**src/rtl/alu_input_ctrl.sv**
```systemverilog
// Operand/opcode entry controller for an ALU driven from slide switches and
// push-buttons: each button is synchronized, debounced and edge-detected.

module alu_input_ctrl_debounce #(
  parameter int unsigned DEBOUNCE_CYCLES = 1000000
) (
  input  logic i_clk,
  input  logic i_reset,
  input  logic i_btn,
  output logic o_press
);

  localparam int unsigned CNT_W = (DEBOUNCE_CYCLES > 2) ? $clog2(DEBOUNCE_CYCLES) : 1;
  localparam logic [CNT_W-1:0] CNT_MAX = CNT_W'(DEBOUNCE_CYCLES - 1);

  logic             sync1_q, sync2_q;
  logic             deb_q, deb_d;
  logic             deb_prev_q;
  logic [CNT_W-1:0] cnt_q, cnt_d;

  always_ff @(posedge i_clk or posedge i_reset) begin
    if (i_reset) begin
      sync1_q <= 1'b0;
      sync2_q <= 1'b0;
    end else begin
      sync1_q <= i_btn;
      sync2_q <= sync1_q;
    end
  end

  // Level is accepted on the edge where the mismatch count would reach DEBOUNCE_CYCLES.
  always_comb begin
    cnt_d = '0;
    deb_d = deb_q;
    if (sync2_q != deb_q) begin
      if (cnt_q == CNT_MAX) begin
        deb_d = sync2_q;
      end else begin
        cnt_d = cnt_q + CNT_W'(1);
      end
    end
  end

  always_ff @(posedge i_clk or posedge i_reset) begin
    if (i_reset) begin
      cnt_q      <= '0;
      deb_q      <= 1'b0;
      deb_prev_q <= 1'b0;
    end else begin
      cnt_q      <= cnt_d;
      deb_q      <= deb_d;
      deb_prev_q <= deb_q;
    end
  end

  assign o_press = deb_q & ~deb_prev_q;

endmodule

module alu_input_ctrl #(
  parameter int unsigned NB_DATA         = 8,
  parameter int unsigned NB_OPCODE       = 6,
  parameter int unsigned DEBOUNCE_CYCLES = 1000000
) (
  input  logic                 i_clk,
  input  logic                 i_reset,
  input  logic [NB_DATA-1:0]   i_sw,
  input  logic                 i_btn_a,
  input  logic                 i_btn_b,
  input  logic                 i_btn_op,
  output logic [NB_DATA-1:0]   o_op_1,
  output logic [NB_DATA-1:0]   o_op_2,
  output logic [NB_OPCODE-1:0] o_opcode,
  output logic                 o_valid,
  output logic                 o_update,
  output logic [1:0]           o_state
);

  typedef enum logic [1:0] {
    WAIT_A  = 2'd0,
    WAIT_B  = 2'd1,
    WAIT_OP = 2'd2,
    READY   = 2'd3
  } state_t;

  logic press_a, press_b, press_op;

  alu_input_ctrl_debounce #(.DEBOUNCE_CYCLES(DEBOUNCE_CYCLES)) u_deb_a (
    .i_clk(i_clk), .i_reset(i_reset), .i_btn(i_btn_a), .o_press(press_a)
  );
  alu_input_ctrl_debounce #(.DEBOUNCE_CYCLES(DEBOUNCE_CYCLES)) u_deb_b (
    .i_clk(i_clk), .i_reset(i_reset), .i_btn(i_btn_b), .o_press(press_b)
  );
  alu_input_ctrl_debounce #(.DEBOUNCE_CYCLES(DEBOUNCE_CYCLES)) u_deb_op (
    .i_clk(i_clk), .i_reset(i_reset), .i_btn(i_btn_op), .o_press(press_op)
  );

  state_t               state_q, state_d;
  logic [NB_DATA-1:0]   op1_q, op1_d;
  logic [NB_DATA-1:0]   op2_q, op2_d;
  logic [NB_OPCODE-1:0] opc_q, opc_d;
  logic                 valid_q, upd_q, upd_d;

  // Only the highest-priority event that is legal in the current state acts.
  always_comb begin
    state_d = state_q;
    op1_d   = op1_q;
    op2_d   = op2_q;
    opc_d   = opc_q;
    upd_d   = 1'b0;
    unique case (state_q)
      WAIT_A: begin
        if (press_a) begin
          op1_d   = i_sw;
          state_d = WAIT_B;
        end
      end
      WAIT_B: begin
        if (press_a) begin
          op1_d = i_sw;
        end else if (press_b) begin
          op2_d   = i_sw;
          state_d = WAIT_OP;
        end
      end
      WAIT_OP: begin
        if (press_op) begin
          opc_d   = i_sw[NB_OPCODE-1:0];
          state_d = READY;
          upd_d   = 1'b1;
        end
      end
      READY: begin
        if (press_a) begin
          op1_d   = i_sw;
          state_d = WAIT_B;
        end else if (press_b) begin
          op2_d = i_sw;
          upd_d = 1'b1;
        end else if (press_op) begin
          opc_d = i_sw[NB_OPCODE-1:0];
          upd_d = 1'b1;
        end
      end
      default: state_d = WAIT_A;
    endcase
  end

  always_ff @(posedge i_clk or posedge i_reset) begin
    if (i_reset) begin
      state_q <= WAIT_A;
      op1_q   <= '0;
      op2_q   <= '0;
      opc_q   <= '0;
      valid_q <= 1'b0;
      upd_q   <= 1'b0;
    end else begin
      state_q <= state_d;
      op1_q   <= op1_d;
      op2_q   <= op2_d;
      opc_q   <= opc_d;
      valid_q <= (state_d == READY);
      upd_q   <= upd_d;
    end
  end

  assign o_op_1   = op1_q;
  assign o_op_2   = op2_q;
  assign o_opcode = opc_q;
  assign o_valid  = valid_q;
  assign o_update = upd_q;
  assign o_state  = state_q;

endmodule

```
**config.mk**
```make
export PLATFORM = sky130hd
export DESIGN_NAME = alu_input_ctrl
export DESIGN_NICKNAME = d
export VERILOG_FILES = /design/src/rtl/alu_input_ctrl.sv
export SDC_FILE = /design/constraint.sdc
export NUM_CORES = 1
export LEC_CHECK = 0
export BUFFER_PORTS_ARGS = -buffer_cell sky130_fd_sc_hd__buf_2
export CAP_MARGIN = 25
export CORE_MARGIN = 2
export CORE_UTILIZATION = 35
export DETAILED_ROUTE_END_ITERATION = 16
export HOLD_SLACK_MARGIN = 0.1
export PLACE_DENSITY = 0.49
export SLEW_MARGIN = 20
export SYNTH_ARGS = -nofsm -noshare
export SYNTH_HDL_FRONTEND = slang
export SYNTH_HIERARCHICAL = 1
export SYNTH_SLANG_ARGS = --single-unit
```
**constraint.sdc**
```tcl
create_clock -name i_clk -period 2.9 [get_ports i_clk]
set_input_delay 0.145 -clock i_clk [delete_from_list [all_inputs] [get_ports i_clk]]
set_output_delay 0.145 -clock i_clk [all_outputs]
set_load 0.05 [all_outputs]
```
* Word-level counts from Yosys, hierarchy flattened
Index checks and enable logic that the tools add are counted.
** Operators by class
- Add/sub/neg operators :: 3
- Eq/ne operators :: 12
- Multiplexer cells :: 19
- Bitwise operators :: 7
- Reduce and logical (&&, ||, !) cells :: 11
** Operators by type and width (number)
- two-way mux 20 bit :: 6
- adder 20 x 1 -> 20 bit, second input constant :: 3
- == test 20 bit, second input constant :: 3
- two-way mux 6 bit :: 3
- case mux 6 bit (2 select lines) :: 1
- two-way mux 2 bit :: 4
- AND reduction 2 bit :: 4
- == test 2 bit, second input constant :: 3
- case mux 2 bit (3 select lines) :: 1
- AND reduction 3 bit :: 2
- != test 2 bit, second input constant :: 2
- inverter 1 bit :: 4
- OR reduction 2 bit :: 2
- AND 1 bit :: 3
- two-way mux 1 bit :: 3
- != test 1 bit :: 3
- OR reduction 3 bit :: 1
- == test 2 x 1 -> 1 bit, second input constant :: 1
- zero test 2 bit :: 1
- case mux 1 bit (2 select lines) :: 1
- nonzero test 2 bit :: 1
** Storage, ports and cells
- Register bits after elaboration :: 98
- Bits of input ports :: 13
- Output and inout port bits :: 26
- Logic and storage cells :: 73

* Logic depth before layout (Yosys ltp)
- Depth after elaboration :: 6
- Gate-level depth with buffers :: 7
- Mapped depth without buffers :: 5

* Hierarchy
The synthesis kept the hierarchy.
** Modules (own cells, without submodules)
- alu_input_ctrl_debounce :: instances 3, cells each 113, area an instance 1143.6 um^2, sequential area each 600.6 um^2
- alu_input_ctrl :: instances 1, cells each 79, area an instance 1128.6 um^2, sequential area each 650.6 um^2

* Least setup slack after synthesis
No wires, ideal clock.
- Path kind :: register to register
- From :: register u_deb_a.cnt_q[12]
- To :: register u_deb_a.cnt_q[10]
- Library setup time :: 119 ps
- Arrival :: 1858 ps
- Data required time :: 2781 ps
- Slack :: 923 ps
- Cell stages (with the launch flop) :: 6
- Path buffers :: 1
- Period minus slack after synthesis :: 1977 ps
- Path through :: dfrtp_1 > or4_1 > or4_4 > o21ai_4 > buf_6 > nor2_1
** Between the ends
- Cells in the longest elaborated chain, start to end :: 3
** Ends and longest elaborated chain
- start, declared :: RTL line 19 : logic [CNT_W-1:0] cnt_q, cnt_d;
- start signal, assigned :: RTL line 50 : cnt_q <= cnt_d;
- == test 20 bit :: RTL line 36 : if (cnt_q == CNT_MAX) begin
- two-way mux 20 bit :: RTL line 36
- two-way mux 20 bit :: RTL line 35 : if (sync2_q != deb_q) begin
- via u_deb_a.cnt_d[10] :: RTL line 19
The timed path passes the listed nets, and every way through them passes these cells.
A chain may end at the register's enable or synchronous reset.

* Final worst setup path
- From :: register u_deb_b.cnt_q[11]
- To :: register u_deb_b.cnt_q[3]
** Between the ends
- Cells in the longest elaborated chain, start to end :: 3
** Ends and longest elaborated chain (RTL line)
- start, declared :: 19
- start signal, assigned :: 50
- == test 20 bit :: 36
- two-way mux 20 bit :: 36
- two-way mux 20 bit :: 35
- via u_deb_b.cnt_d[3] :: 19
The timed path passes the listed nets, and every way through them passes these cells.

==> impl_summary.md <==
Route
The detail route stage leaves a number of antenna-violating nets equal to 0. The number of remaining DRC errors is 0. The final layout contains routed wiring with a total length of 8990 um. After detailed routing, the number of vias per cell comes to 4.86. Dividing the detail-routed wire length by the instance count gives 13.7 um.

The DRC violation total after the first TritonRoute iteration is 186. Summing over every cut layer, the via total after detailed routing is 3182. The detailed-routing iteration count for the pre-antenna-repair pass is 4.

Power
The power per standard cell area is 535 nW/um2. The standby leakage power is 2.27 nW. The switching part of the total is 21.9%. The power consumption is 0.00293 W. Of the total power, the clock network draws 46.6%.

Combinational cells account for 5.3% of the total power. IR analysis of the VDD net gives a maximum drop of 0.000384 V. Sequential cells burn 48.1% of the power. Summed over all nets, the switching power comes to 0.000641 W. Internal power comes to 0.00229 W.

STA
Summed over all failing endpoints, the final setup total negative slack is 0 ns. The number of max-slew violations in the final report came to 0. The final-report hold violation count is 0. The achievable frequency is 456 MHz.

At the pin with the least slew margin, the transition time is 0.602 ns. The worst clock skew is 0.00437 ns. Counting I/O delays and the setup requirement, the final critical path takes 2.19 ns.

The final hold slack is 0.268 ns. Setup repair after global routing left no endpoint under its margin. The worst path uses 75.6% of the clock period. The setup violation total in the final timing report is 0. Headroom to the max-slew limit came out at 59.5%.

Clocking
The clock drives 98 sinks. The register clock-pin slew on the reported worst setup and hold paths is 0.07 ns. The source-to-sink clock delay at the later pin of the worst-skew pair is 0.34 ns. TritonCTS built the clock tree. Clock tree synthesis inserted a total of 9 buffers.

The clock passes through at most 2 buffers. The clock tree synthesis step divided the H-tree into 3 levels. The tree is rooted in a sky130_fd_sc_hd__clkbuf_16.

Floorplanning
The standard cell core area is 12700 um2. Measured along the y axis, the die boundary spans 118 um. In this run the count of I/O pins placed on the die edge is 39. Row generation in the floorplan step produced 41 rows. The floorplan step set the die width to 118 um. The die covers 14000 um2. For this configuration, the core starts out at a cell density of 36.0%.

Synth
For this run, the number of Yosys warnings is 6. In the synthesized netlist the dominant register cell turns out to be sky130_fd_sc_hd__dfrtp_1. The async set or reset register ratio after synthesis is 100%.

The synthesized cell area is 4560 um2. The area fraction of the dominant cell type after synthesis is 53.8%. The most common cell in the synthesized netlist is sky130_fd_sc_hd__dfrtp_1. By area the synthesized netlist is led by sky130_fd_sc_hd__dfrtp_1 54%, sky130_fd_sc_hd__xnor2_1 7.5%, sky130_fd_sc_hd__nor2_1 5.5%.

The distinct cell type count after synthesis is 40. Counting instances in the post-synthesis netlist gives the leading cell types as 98 x sky130_fd_sc_hd__dfrtp_1, 67 x sky130_fd_sc_hd__nor2_1, 39 x sky130_fd_sc_hd__xnor2_1. The share of synthesized area occupied by flip-flops and latches is 53.8%. The number of instances in the synthesized netlist is 418.

Each instance of the synthesized netlist takes up on average 10.9 um2. Synthesis inferred 98 register bits. The number of nets in the synthesized netlist is 438. In this run, synthesis inferred 0 flip-flops with an integrated enable. Summed over all instances, the cell type with the most area after synthesis is sky130_fd_sc_hd__dfrtp_1.

Final layout
Relative to the synthesized area, the layout overhead comes to 20.0%. The filler cell count in the final layout is 1248. 0 antenna diodes ended up in the layout.

The final instance area is 5470 um2. Of the cells placed in the final design, the portion with a size suffix greater than 1 is 20.7%. The filler-free cell count of the finished design is 655. In the final design database the tool counted 498 nets.

Global route
The pin count of the biggest net entering global routing is 27. Across every metal layer, demand over resource in global routing totals 13.8%. The via count of the first global-routing pass is 3156.

The initial antenna violation count is 0. The first global-routing pass estimated 15400 um of wire. The sum of overflow across all layers after global routing is 0.

Outcome
The flow ran to the end, and the final reports show no timing, DRC or antenna violations.

Worst setup path
For the worst setup path, the data arrival time is 2.40 ns. The worst register-to-register path has a setup slack of 0.71 ns. The number of cells on the worst reg-to-reg path is 4. The worst setup path is launched from a register. The endpoint type of the worst setup path is a register. The required time reported for the critical path endpoint is 3.11 ns. The class of the most critical setup path is reg2reg.

Of all nets on the critical path, the largest fanout is 19.

Place
Detailed placement ended at an HPWL of 5880 um. The congestion estimate from routability-driven global placement came to 0.763. In this run the tool buffered the top-level ports with 38 buffer cells. The post-placement cell count is 623. Once placement finished, the instance area stood at 4930 um2.

Min path
The tightest min-delay check is of the in2async type.

Flow run
The total of max-cap violations is 0.
==> power groups by stage <==
stage	clock network [W]	logic (W)	registers [W]
finish	0.00137	0.000154	0.00141
global route	0.00147	0.000171	0.00141
CTS	0.00143	0.000146	0.00141
detailed placement	0	0.000133	0.00143
global placement	0	0.000130	0.00143
floorplan	0	0.0000616	0.00147
==> worst max-delay path: stages, from the launching register on <==
cell,delay [ns]
sky130_fd_sc_hd__dfrtp_1,0.44
sky130_fd_sc_hd__or4_1,0.51
sky130_fd_sc_hd__or4_4,0.52
sky130_fd_sc_hd__o21ai_4,0.47
sky130_fd_sc_hd__nor2_1,0.11
==> per-layer routing <==
metal / share of wire (%) / track usage [%]
met1: 47 / 18.0
met2: 48 / 22.0
met3: 2.8 / 2.61
met4: 1.8 / 7.00
met5: 0 / 0
==> sequential cells by signal, summed over array words and instances, names as in the netlist, 2 cells and up <==
signal and count:
u_deb_b/cnt_q 20, u_deb_op/cnt_q 20, o_opcode 6, o_state 2, o_op_1 8, o_op_2 8, u_deb_a/cnt_q 20
==> repair_timing <==
item,4_1_cts,5_1_grt
resized for setup,0,0
hold buffers,12,0
setup buffers,0,0
hold endpoints to repair,97,0
==> cells in the final DEF (no fill, tap or decap), drive strengths merged, types with 2 or more instances in the layout <==
cell type and n:
a21oi 9, a31o 4, and3 3, buf 43, bufinv 3, clkbuf 10, clkinv 5, dfrtp 98
dlygate4sd3 12, ha 7, inv 27, mux2 25, nand2 15, nand2b 2, nand3 19, nand3b 3
nand4 15, nor2 68, nor2b 3, nor3 12, nor3b 3, nor4 15, o21ai 7, o221a 3
or2 3, or3 3, or4 9, or4b 3, xnor2 39, xor2 9
==> metrics by stage <==
| step | setup slack, ns | utilization, % |
|---|---|---|
| final | 0.709 | 43.2 |
| after global routing | 0.551 | 43.2 |
| after CTS | 0.679 | 42.5 |
| after detailed placement | 0.695 | 38.9 |
| after global placement | 0.715 | 38.9 |
| after floorplan | 0.923 | - |
==> cells by family after synthesis <==
kind of cell	Yosys count	share of synthesized area [%]
AO/OA/AOI/OAI	28	5.38
XOR/XNOR	48	9.22
adder cells (fa/ha/maj)	7	1.92
buffers and inverters	36	3.54
flip-flops	98	53.8
multiplexers	25	6.17
AND/OR/NAND/NOR	176	20.0
==> final cells by class <==
| type | instances | area (um2) | area share [%] |
|---|---|---|---|
| sequential | 98 | 2450 | 44.8 |
| clock inverter | 7 | 116 | 2.13 |
| tap | 172 | 215 | 3.93 |
| inverter | 29 | 109 | 1.99 |
| multi-input combinational | 284 | 1950 | 35.6 |
| clock buffer | 9 | 225 | 4.12 |
| timing repair buffer | 56 | 408 | 7.45 |
==> final timing paths <==
kind,startpoint,end
max,u_deb_b/cnt_q[11],u_deb_b/cnt_q[3]
min,i_reset,u_deb_a/deb_q
max reg2reg,u_deb_b/cnt_q[11],u_deb_b/cnt_q[3]
min reg2reg,u_deb_a/sync1_q,u_deb_a/sync2_q
max in group asynchronous,i_reset,u_deb_b/cnt_q[19]
min in group i_clk,u_deb_a/sync1_q,u_deb_a/sync2_q
(Power assumes the default switching activity.)
